--- config.mk ---
export PLATFORM = sky130hd
export DESIGN_NAME = seq_array_mul
export DESIGN_NICKNAME = d
export VERILOG_FILES = /design/src/rtl/seq_mul_pkg.sv /design/src/rtl/seq_array_mul_csa_row.sv /design/src/rtl/seq_array_mul.sv
export SDC_FILE = /design/constraint.sdc
export NUM_CORES = 1
export LEC_CHECK = 0
export CAP_MARGIN = 0
export CORE_MARGIN = 5
export CORE_UTILIZATION = 59
export DETAILED_ROUTE_END_ITERATION = 10
export DONT_BUFFER_PORTS = 1
export GPL_ROUTABILITY_DRIVEN = 1
export HOLD_SLACK_MARGIN = 0.05
export PLACE_DENSITY = 0.77
export SYNTH_ARGS = -nofsm -noshare
export SYNTH_HDL_FRONTEND = slang
export SYNTH_SLANG_ARGS = --single-unit
--- constraint.sdc ---
create_clock -name clk -period 3 [get_ports clk]
set_clock_uncertainty 0.15 [all_clocks]
set_input_delay 0.3 -clock clk [delete_from_list [all_inputs] [get_ports clk]]
set_output_delay 0.3 -clock clk [all_outputs]
set_load 0.005 [all_outputs]
--- src/rtl/seq_mul_pkg.sv ---
// Shared types and helpers for the sequential carry-save array multiplier.
package seq_mul_pkg;

    typedef enum logic [1:0] {
        IDLE  = 2'd0,
        RUN   = 2'd1,
        FINAL = 2'd2,
        DONE  = 2'd3
    } seq_mul_state_e;

    function automatic int cnt_w(input int width);
        return $clog2(width);
    endfunction

endpackage

--- src/rtl/seq_array_mul_csa_row.sv ---
// One row of carry-save full-adder cells: folds a partial-product row into a sum/carry pair.
module csa_row
    import seq_mul_pkg::*;
#(
    parameter int WIDTH = 8
) (
    input  logic [WIDTH-1:0] pp,
    input  logic [WIDTH-1:0] sum_in,
    input  logic [WIDTH-1:0] carry_in,
    output logic [WIDTH-1:0] sum_out,
    output logic [WIDTH-1:0] carry_out
);

    generate
        for (genvar gi = 0; gi < WIDTH; gi++) begin : g_cell
            assign sum_out[gi]   = pp[gi] ^ sum_in[gi] ^ carry_in[gi];
            assign carry_out[gi] = (pp[gi] & sum_in[gi]) | (pp[gi] & carry_in[gi])
                                 | (sum_in[gi] & carry_in[gi]);
        end
    endgenerate

endmodule

--- src/rtl/seq_array_mul.sv ---
// Sequential carry-save array multiplier: one partial-product row per clock, ripple-add finish.
// Define SEQ_MUL_SIGNED_EN to enable Baugh-Wooley two's-complement products via is_signed.
module seq_array_mul
    import seq_mul_pkg::*;
#(
    parameter int WIDTH = 8,
    parameter int CNT_W = cnt_w(WIDTH)
) (
    input  logic               clk,
    input  logic               rst_n,
    input  logic               in_valid,
    output logic               in_ready,
    input  logic [WIDTH-1:0]   x,
    input  logic [WIDTH-1:0]   y,
    input  logic               is_signed,
    output logic               out_valid,
    input  logic               out_ready,
    output logic [2*WIDTH-1:0] product,
    output logic               busy
);

    seq_mul_state_e state_reg, state_next;

    logic [WIDTH-1:0]   x_reg, y_reg;
    logic [WIDTH-1:0]   sum_reg, carry_reg, lo_reg;
    logic [CNT_W-1:0]   cnt_reg;
    logic [2*WIDTH-1:0] product_reg;
    logic               accept;
    logic               last_row;
    logic [WIDTH-1:0]   pp, row_s, row_c, hi_sum;

    assign last_row = (cnt_reg == CNT_W'(WIDTH-1));

    always_ff @(posedge clk or negedge rst_n) begin
        if (!rst_n) state_reg <= IDLE;
        else        state_reg <= state_next;
    end

    always_comb begin
        state_next = state_reg;
        in_ready   = (state_reg == IDLE) || ((state_reg == DONE) && out_ready);
        accept     = in_valid && in_ready;
        case (state_reg)
            IDLE:    if (accept) state_next = RUN;
            RUN:     if (last_row) state_next = FINAL;
            FINAL:   state_next = DONE;
            DONE:    if (out_ready) state_next = in_valid ? RUN : IDLE;
            default: state_next = IDLE;
        endcase
    end

`ifdef SEQ_MUL_SIGNED_EN
    logic signed_reg;

    always_ff @(posedge clk or negedge rst_n) begin
        if (!rst_n)      signed_reg <= 1'b0;
        else if (accept) signed_reg <= is_signed;
    end

    // Baugh-Wooley: NAND the sign-weighted cells, then add 2^W + 2^(2W-1) in the high half.
    always_comb begin
        pp = x_reg & {WIDTH{y_reg[cnt_reg]}};
        if (signed_reg) begin
            if (last_row) pp[WIDTH-2:0] = ~pp[WIDTH-2:0];
            else          pp[WIDTH-1]   = ~pp[WIDTH-1];
        end
    end

    assign hi_sum = sum_reg + carry_reg
                  + (signed_reg ? (WIDTH'(1) | (WIDTH'(1) << (WIDTH-1))) : '0);
`else
    logic unused_is_signed;
    assign unused_is_signed = is_signed;

    assign pp     = x_reg & {WIDTH{y_reg[cnt_reg]}};
    assign hi_sum = sum_reg + carry_reg;
`endif

    csa_row #(.WIDTH(WIDTH)) u_row (
        .pp        (pp),
        .sum_in    (sum_reg),
        .carry_in  (carry_reg),
        .sum_out   (row_s),
        .carry_out (row_c)
    );

    // Sum moves down one weight per row; carry already sits one weight up.
    always_ff @(posedge clk or negedge rst_n) begin
        if (!rst_n) begin
            x_reg       <= '0;
            y_reg       <= '0;
            sum_reg     <= '0;
            carry_reg   <= '0;
            lo_reg      <= '0;
            cnt_reg     <= '0;
            product_reg <= '0;
        end else if (accept) begin
            x_reg     <= x;
            y_reg     <= y;
            sum_reg   <= '0;
            carry_reg <= '0;
            cnt_reg   <= '0;
        end else if (state_reg == RUN) begin
            sum_reg         <= {1'b0, row_s[WIDTH-1:1]};
            carry_reg       <= row_c;
            lo_reg[cnt_reg] <= row_s[0];
            cnt_reg         <= cnt_reg + CNT_W'(1);
        end else if (state_reg == FINAL) begin
            product_reg <= {hi_sum, lo_reg};
        end
    end

    assign product   = product_reg;
    assign out_valid = (state_reg == DONE);
    assign busy      = (state_reg == RUN) || (state_reg == FINAL);

endmodule

==> Yosys cells after proc, flatten, opt, wreduce, memory -nomap -nowiden <==
Index checks and enable logic that the tools add are counted.
{ "word_totals": {"wordCells": 104, "in_bits": 21, "register_bits": 61, "output_inout_bits": 19} }
{ "op_classes": {"bitwise": 59, "n_lt_le_gt_ge": 2, "muxes": 16, "reduce_logical": 10, "n_eq_ne": 7, "add_sub_neg": 2} }
{ "ops": {"columns": ["cell", "count"], "rows": [
  ["$mux 8", 4],
  ["$and 1x1->1", 24],
  ["$or 1x1->1", 16],
  ["$xor 1x1->1", 16],
  ["$add 8x8->8", 1],
  ["$and 8x8->8", 1],
  ["$bwmux 8", 1],
  ["$pmux 2 s4", 1],
  ["$mux 2", 3],
  ["$mux 3", 2],
  ["$reduce_and 3->1", 2],
  ["$eq 2x2->1 const B", 2],
  ["$lt 3x4->1 const B", 1],
  ["$ne 2x2->1 const B", 2],
  ["$add 3x1->3 const B", 1],
  ["$bmux 1 s3", 1],
  ["$demux 1 s3", 1],
  ["$eq 3x3->1 const B", 1],
  ["$ge 3x1->1 const B", 1],
  ["$logic_and 1x1->1", 3],
  ["$mux 1", 3],
  ["$eq 2x1->1 const B", 1],
  ["$logic_not 2->1", 1],
  ["$logic_or 1x1->1", 2],
  ["other kinds (4)", 5]
]} }

==> Logic depth before layout (Yosys ltp) <==
Gate-level depths: netlist of the first run.
{ "depth": {"word_depth": 8, "ltp_mapped": 8, "depth_no_buf": 7} }

==> By module <==
From an unflattened synthesis of the first run, not the netlist that was laid out.
{ "hier_totals": {"cells_unflattened": 247, "hier_area_um2": 3100.5} }
{ "modules_own_cells": {"columns": ["module", "area_per_inst_um2", "seq_area_each_um2", "cells_each", "n_inst"], "rows": [
  ["seq_array_mul", 2940.3, 1501.4, 239, 1],
  ["csa_row", 160.2, 0.0, 8, 1]
]} }

==> Worst setup path after synthesis of the first run <==
Ideal clock, no wire load.
{ "synth_path": {"path_type": "register to register", "start": "register cnt_reg[1]", "end": "register lo_reg[1]", "slack_ps": 482, "required_time_ps": 2725, "stages_incl_launch_ff": 7, "n_path_buf": 1, "t_arrival_ps": 2243, "synth_period_minus_slack_ps": 2518, "setup_time_ps": 125, "cell_sequence": "dfrtp_1 -> buf_6 -> mux4_2 -> mux2_4 -> and2_1 -> fa_1 -> mux2_2"} }
{ "synth_between": {"elab_chain_cells": 6, "elab_cells_between_ends": 11, "classes_between": "order compare: 2; mux: 5; bitwise: 3; reduce/logical: 1"} }
{ "synth_rtl": {"columns": ["element", "line_no", "rtl"], "rows": [
  ["start: declaration", "seq_array_mul.sv:26", "logic [CNT_W-1:0] cnt_reg;"],
  ["start signal: assignment", "seq_array_mul.sv:107", "cnt_reg <= cnt_reg + CNT_W'(1);"],
  ["$bmux 1 s3", "seq_array_mul.sv:75", "assign pp = x_reg & {WIDTH{y_reg[cnt_reg]}};"],
  ["$mux 1 (not written as such)", "seq_array_mul.sv:75", null],
  ["$and 8x8->8", "seq_array_mul.sv:75", null],
  ["$xor 1x1->1 (2 in a row)", "seq_array_mul_csa_row.sv:16", "assign sum_out[gi] = pp[gi] ^ sum_in[gi] ^ carry_in[gi];"],
  ["net row_s[0]", "seq_array_mul.sv:30", "logic [WIDTH-1:0] pp, row_s, row_c, hi_sum;"],
  ["$bwmux 8", "seq_array_mul.sv:106", "lo_reg[cnt_reg] <= row_s[0];"],
  ["end signal: indexed assignment", "seq_array_mul.sv:106", null],
  ["end: declaration", "seq_array_mul.sv:25", "logic [WIDTH-1:0] sum_reg, carry_reg, lo_reg;"]
]} }
The timed path passes the listed nets, and every way through them passes these cells. The select of a mux whose other input is x is not followed.
A chain may end at the register's enable or synchronous reset.

==> Worst setup path in the final report of the first run <==
{ "layout_path": {"start": "register cnt_reg[1]", "end": "register lo_reg[0]"} }
The elaborated chain is that of the path after synthesis.

==> results of run 1 <==
-- per-layer routing --
| metal | track usage [%] | vias to the layer above | part of all wire [%] |
|---|---|---|---|
| met4 | 9.48 | 0 | 0.99 |
| li1 | - | 1025 | - |
| met1 | 25.7 | 1020 | 47 |
| met3 | 5.21 | 6 | 4.9 |
| met2 | 30.4 | 56 | 47 |
| met5 | 0 | - | 0 |
-- area by class of cell --
type,instances,area (um2)
Timing Repair Buffer,24,245
Sequential cell,60,1500
Clock inverter,7,91.3
Clock buffer,9,124
Fill cell,387,1510
Tap cell,70,87.6
Multi-Input combinational cell,198,1480
Inverter,19,71.3
-- cells by family after synthesis --
logic type               Yosys count  share of synthesized area, %
flip-flops                        60                          48.2
multiplexers                      36                          13.4
AO/OA/AOI/OAI                     33                          6.99
buffers and inverters             32                          4.38
XOR/XNOR                           3                         0.843
adder cells (fa/ha/maj)           24                          11.6
AND/OR/NAND/NOR                  102                          14.6
-- layout by cell type (no fill, tap or decap), drive strengths merged, types with 3 or more instances in the layout --
cell         synthesis  routed
mux2i               13      13
mux2                21      21
fa                   8       8
clkbuf               7       9
inv                 19      19
and2                 9       9
buf                  5       6
xnor2                3       3
dfrtp               60      60
o21ai                9       9
nand2b               4       4
dlygate4sd3          0      18
nand2               60      60
clkinv               0       4
a21oi                5       5
a211oi               7       7
nor2                17      17
ha                  16      16
-- power breakdown --
| group | leakage, nW | switching, mW | internal, mW | total [mW] |
|---|---|---|---|---|
| logic | 0.838 | 0.838 | 0.723 | 1.56 |
| clock network | 0.109 | 0.319 | 0.464 | 0.783 |
| registers | 0.770 | 0.253 | 1.15 | 1.41 |
-- per-stage QoR --
step | setup slack, ps | util, % | std cells
3_3_place_gp | 412 | 62.2 | 352
3_5_place_dp | 402 | 62.2 | 352
2_1_floorplan | 482 | - | 290
5_1_grt | 311 | 70.5 | 387
6_report | 413 | 70.5 | 387
4_1_cts | 396 | 70.5 | 387
-- how the worst max path moves through the flow --
stage / start / to / slack, ps / cells after the start
final: cnt_reg[1] / lo_reg[0] / 410 / 5
after global routing: cnt_reg[1] / lo_reg[5] / 310 / 5
after CTS: cnt_reg[1] / lo_reg[5] / 400 / 5
after detailed placement: cnt_reg[1] / lo_reg[5] / 400 / 5
after global placement: cnt_reg[1] / lo_reg[1] / 410 / 5
after floorplan: cnt_reg[1] / lo_reg[1] / 480 / 6
-- timing repair --
action,CTS,global route
hold buffers,19,0
gates resized for setup,0,0
setup endpoints to repair,0,0
hold endpoints to repair,77,0
==> results_dict.tcl, run 1 <==
set metrics [dict create \
    worstSetupPathType "register to register" \
    power.density_nw_per_um2 1040 \
    die_height_um 82.7 \
    dp_hpwl_mm 3.92 \
    avgSynthCellArea_um2 10.7 \
    htreeDepth 3 \
    placed_cell_area_um2 3180 \
    min_path_cells 2 \
    path_cells "mux4_1, mux2_4, and2_1, fa_1, mux2_2" \
    ant_nets 0 \
    p_leak_nw 1.72 \
    worst_slew_pin_slew_ps 686 \
    cts.clk_slew.worst_paths_ps 70 \
    crit_family "multiplexers" \
    routed_wl_mm 5.78 \
    io_buffers 0 \
    numCtsBuffers 9 \
    grt_overflow 0 \
    min_from "out_ready" \
    gp_congestion 0.835 \
    ff2ff_path_depth 5 \
    drcViolationCount 0 \
    numClockSinks 60 \
    async_flop_share_pct 100 \
    antenna_found_initial 0 \
    grt_pass1_wl_mm 9.88 \
    cts_max_path_buffers 2 \
    start_util_pct 61.0 \
    fmax_ghz 0.387 \
    critPathSlowestCell "mux4_1" \
    yosysTopAreaCell "dfrtp_1" \
    grt_max_degree 61 \
    critPathRequiredTime_ps 3070 \
    drive_gt1_share_pct 14.5 \
    design_area_um2 3600 \
    viasPerCell 5.44 \
    period_share_pct 86.2 \
    cts_tree "done" \
    synth_seq_area_share_pct 48.2 \
    area_growth_pct 15.5 \
    rows 26 \
    cpPeakStageDelay_ps 560 \
    grt_pass1_vias 2148 \
    wl_per_cell_um 14.9 \
    fin_nets 357 \
    layout_min_cycle_time_ps 2590 \
    core-area_um2 5110 \
    pin_count 40 \
    postSynth.topFlopCell "dfrtp_1" \
    crit_fanout 8 \
    status "completed" \
    hp-class "input port to register" \
    r2r_slack_ps 410 \
    synth_top_area_share_pct 48.2 \
    relSlewSlack_pct 54.3 \
    largest_reg_flops 16 \
    regToRegStartpoint "cnt_reg[1]" \
    slew_viol_final 0 \
    crit_buf_inv 0 \
    grt_usage_pct 19.7 \
    fp.dieW_um 82.7 \
    netlist_instances 290 \
    holdWs_ps 232 \
    ys_warn_count 0 \
    drv_cap 0 \
    post-cts-setup-buffer-count 0 \
    netlist_top_cells_count "dfrtp_1 (60), nand2_1 (60), mux2_2 (20)" \
    clk_latency_ps 340 \
    synth_area_um2 3120 \
    setup_viol 0 \
    synth_nets 335 \
    min_to "state_reg[1]" \
    crit_arrival_ps 2660 \
    dr.pass1.iters 4 \
    drtIter0Drc 88 \
    end_kind "register" \
    fin_setup_tns_ps 0 \
    ys_top_cells_by_area "dfrtp_1 (48%), mux2_2 (7.2%), nand2_1 (7.2%), ha_1 (6.4%), fa_1 (5.1%)" \
    die_area_um2 6840 \
    synth-seq-cells 60 \
    power.total_mw 3.75 \
    synth_edf_count 0 \
    start_kind "register" \
    rsz0062_at_grt "false" \
    cts-root-buf "clkbuf_8" \
    finalHoldViolCount 0 \
    crit-reg2reg-capture "lo_reg[0]" \
    yosysUniqueCellTypes 42 \
    power.ir.vdd_worst_mv 0.552 \
    n_antenna_cell 0 \
    vias 2107 \
]
No activity file was read; power rests on OpenSTA's default activity.
==> inputs of run 2 (changes only) <==
- CTS_BUF_LIST: not set -> sky130_fd_sc_hd__clkbuf_2
==> run 2 against run 1 <==
Against the previous run:
- global-route usage decreased by 0.37 points
- non-clock buffer count rose by 1
- total power decreased by 5.9%
- critical endpoint unchanged
- critical path depth unchanged
==> results_dict.tcl, run 2 (synthesis gave the netlist of run 1 again) <==
set metrics [dict create \
    fillers 391 \
    path_cells "mux4_1, mux2_4, and2_1, fa_1, mux2_2" \
    period_share_pct 86.2 \
    routed_wl_mm 5.71 \
    cts_resized 0 \
    start_kind "register" \
    dp_hpwl_mm 3.92 \
    n_antenna_cell 0 \
    status "completed" \
    gp_congestion 0.835 \
    numCtsBuffers 9 \
    crit_family "multiplexers" \
    worst_slew_pin_slew_ps 679 \
    ant_nets 0 \
    grt_usage_pct 19.3 \
    drive_gt1_share_pct 14.5 \
    start_util_pct 61.0 \
    fin_setup_tns_ps 0 \
    layout_setup_ws_ps 413 \
    cts_max_path_buffers 2 \
    power.density_nw_per_um2 999 \
    final_util_pct 69.1 \
    antenna_found_initial 0 \
    multi_input_area_um2 1480 \
    cts.clk_slew.worst_paths_ps 180 \
    preCtsSetupSlack_ps 402 \
    worstSetupPathType "register to register" \
    numClockSinks 60 \
    pin_count 40 \
    end_kind "register" \
    grt_pass1_wl_mm 9.73 \
    drcViolationCount 0 \
    grt_max_degree 61 \
    post-cts-setup-buffer-count 0 \
    grt_pass1_vias 2159 \
    relSlewSlack_pct 54.6 \
    vias 2091 \
    io_buffers 0 \
    crit_buf_inv 0 \
    finalHoldViolCount 0 \
    cts.hold.buffers_added 20 \
    clk_latency_ps 480 \
    drtIter0Drc 91 \
    setup_viol 0 \
    cts-root-buf "clkbuf_2" \
    die_height_um 82.7 \
    slew_viol_final 0 \
    hp-class "input port to async pin" \
    rows 26 \
    fmax_ghz 0.387 \
    dr.pass1.iters 5 \
    fp.dieW_um 82.7 \
    rsz0062_at_grt "false" \
    layout_common_cells "nand2_1 (60), dfrtp_1 (60), mux2_2 (20), dlygate4sd3_1 (19), inv_1 (18)" \
    core-area_um2 5110 \
    power.ir.vdd_worst_mv 0.577 \
    cpPeakStageDelay_ps 560 \
    wl_per_cell_um 14.7 \
    seqCellArea_um2 1500 \
    largest_reg_flops 16 \
    htreeDepth 3 \
    drv_cap 0 \
    crit_arrival_ps 2830 \
    crit_fanout 8 \
    area_growth_pct 13.3 \
    critPathSlowestCell "mux4_1" \
    critPathRequiredTime_ps 3240 \
    grt_overflow 0 \
    die_area_um2 6840 \
    cts_tree "done" \
    viasPerCell 5.39 \
    fin_nets 358 \
    p_leak_nw 1.69 \
    layout_min_cycle_time_ps 2590 \
]
[run 2: area by class of cell]
type,count,share of cell area (%)
clock buffers,9,1.28
clock inverters,7,2.59
inverters,19,2.02
multi-input cells,198,41.9
flip-flops and latches,60,42.5
well taps,70,2.48
repair buffers,25,7.23
[run 2: worst paths after layout]
check                      startpoint           to  slack, ps  cells after the start
setup / recovery           cnt_reg[1]    lo_reg[0]        410                      5
hold / removal                  rst_n    lo_reg[4]        170                      2
setup reg to reg           cnt_reg[1]    lo_reg[0]        410                      5
hold reg to reg              x_reg[0]     x_reg[0]        350                      2
max in group asynchronous       rst_n  product[11]       2270                      2
min in group clk             in_valid     x_reg[1]        210                      3
[run 2: layer usage]
metal / share of wire [%] / track usage [%] / vias to the layer above
met1: 47 / 25.1 / 1009
met4: 1.6 / 10.5 / 0
met5: 0 / 0 / -
met3: 4.8 / 4.56 / 8
li1: - / - / 1020
met2: 46 / 29.8 / 54
[run 2: metrics by stage]
step	std cells	total power [mW]	hold slack, ps	cell area, um2
after floorplan	290	2.60	-146	3120
after global placement	352	2.85	-144	3180
after detailed placement	352	2.94	-144	3180
after CTS	388	3.56	137	3530
after global routing	388	3.84	151	3530
final	388	3.53	171	3530
[run 2: power by group]
group	internal (mW)	leakage (nW)	switching, mW
Clock	0.273	0.0816	0.303
Combinational	0.723	0.842	0.833
Sequential	1.15	0.770	0.249
Total	2.14	1.69	1.38
==> inputs of run 3 (changes only) <==
- CORE_UTILIZATION: 59 -> 45
- PLACE_DENSITY: 0.77 -> 0.62
==> run 3 against run 2 <==
Against the previous run:
- global-route usage down 4.1 points
- highest routed layer unchanged
- critical path depth stayed put
- setup slack got worse by 37 ps
- register-to-register slack lost 40 ps
- core utilization decreased by 16 points
- clock power rose by 16%
- worst hold slack got worse by 7.6 ps
==> results_dict.tcl, run 3 (synthesis gave the netlist of run 1 again) <==
set metrics [dict create \
    critPathRequiredTime_ps 3240 \
    grt_overflow 0 \
    drtIter0Drc 76 \
    combPwrFrac_pct 42.5 \
    hp-class "input port to async pin" \
    crit_fanout 8 \
    cts.hold.buffers_added 20 \
    wl_per_cell_um 14.4 \
    p_switching_mw 1.38 \
    slew_viol_final 0 \
    vias 2073 \
    io_buffers 0 \
    relSlewSlack_pct 56.3 \
    grt_pass1_vias 2090 \
    grt_usage_pct 15.2 \
    preCtsSetupSlack_ps 385 \
    period_share_pct 87.5 \
    rsz0062_at_grt "false" \
    pin_count 40 \
    status "completed" \
    setup_viol 0 \
    p_clk_share_pct 18.6 \
    worstSetupPathType "register to register" \
    fmax_ghz 0.381 \
    end_kind "register" \
    fp.dieW_um 93.2 \
    instances_no_fill 397 \
    largest_reg_flops 16 \
    fin_setup_tns_ps 0 \
    cts-root-buf "clkbuf_2" \
    cts.clk_slew.worst_paths_ps 180 \
    clk_latency_ps 490 \
    htreeDepth 3 \
    routed_wl_mm 5.72 \
    switching_share_pct 38.3 \
    drcViolationCount 0 \
    gp_congestion 0.821 \
    viasPerCell 5.22 \
    fin_nets 357 \
    place_inst 361 \
    power.total_mw 3.60 \
    drv_cap 0 \
    post-cts-setup-buffer-count 0 \
    dp_hpwl_mm 3.90 \
    cts_tree "done" \
    cts_max_path_buffers 2 \
    rows 30 \
    start_kind "register" \
    finalHoldViolCount 0 \
    power.density_nw_per_um2 1010 \
    start_util_pct 46.1 \
    power.ir.vdd_worst_mv 0.566 \
    layout_setup_ws_ps 376 \
    die_height_um 93.2 \
    numClockSinks 60 \
    layout_min_cycle_time_ps 2620 \
    grt_pass1_wl_mm 10.2 \
    worst_slew_pin_slew_ps 654 \
    placed_cell_area_um2 3180 \
    drive_gt1_share_pct 13.6 \
    antenna_found_initial 0 \
    cts_resized 0 \
    crit_arrival_ps 2870 \
    die_area_um2 8690 \
    area_growth_pct 14.2 \
    pwr-share-seq_pct 39.0 \
    ant_nets 0 \
    layout_common_cells "nand2_1 (60), dfrtp_1 (60), mux2_2 (20), dlygate4sd3_1 (19), inv_1 (18)" \
    p_int_mw 2.22 \
    core-area_um2 6760 \
    n_antenna_cell 0 \
    p_leak_nw 1.70 \
    design_area_um2 3560 \
    dr.pass1.iters 4 \
    grt_max_degree 61 \
    numCtsBuffers 9 \
]
-- run 3: layer usage --
| metal | vias to the layer above | part of all wire [%] | routed length (um) | GRT usage, % |
|---|---|---|---|---|
| li1 | 1021 | - | - | - |
| met1 | 995 | 50 | 2880 | 20.7 |
| met2 | 44 | 43 | 2490 | 22.3 |
| met3 | 13 | 4.2 | 240 | 4.26 |
| met4 | 0 | 2.1 | 122 | 7.33 |
| met5 | - | 0 | 0 | 0 |
-- run 3: critical path, stage by stage (launching register included) --
cell	delay (ps)
dfrtp_1	440
mux4_1	560
mux2_4	310
and2_1	190
fa_1	560
mux2_2	310
-- run 3: final cells by class --
type / instances / area [um2]
flip-flops and latches: 60 / 1500
inverters: 19 / 71.3
clock buffers: 9 / 45.0
clock inverters: 7 / 114
repair buffers: 24 / 248
well taps: 80 / 100
fillers: 616 / 3200
multi-input cells: 198 / 1480
-- run 3: per-stage QoR --
stage,utilization [%],hold slack (ps)
after floorplan,-,-146
after global placement,47.1,-143
after detailed placement,47.1,-143
after CTS,52.7,139
after global routing,52.7,133
final,52.7,163
-- run 3: power groups by stage --
stage / sequential [mW] / clock, mW / combinational [mW]
2_1_floorplan: 1.33 / 0 / 1.28
3_3_place_gp: 1.42 / 0 / 1.46
6_report: 1.40 / 0.668 / 1.53
3_5_place_dp: 1.43 / 0 / 1.50
4_1_cts: 1.41 / 0.689 / 1.56
5_1_grt: 1.46 / 0.733 / 1.77
-- run 3: final timing paths --
path	startpoint	end	slack, ps	cells after the start
setup reg to reg	cnt_reg[1]	lo_reg[6]	380	5
setup / recovery	cnt_reg[1]	lo_reg[6]	380	5
max in group asynchronous	rst_n	carry_reg[3]	2270	2
hold reg to reg	x_reg[0]	x_reg[0]	340	2
min in group clk	in_valid	y_reg[7]	170	3
hold / removal	rst_n	product[15]	160	2
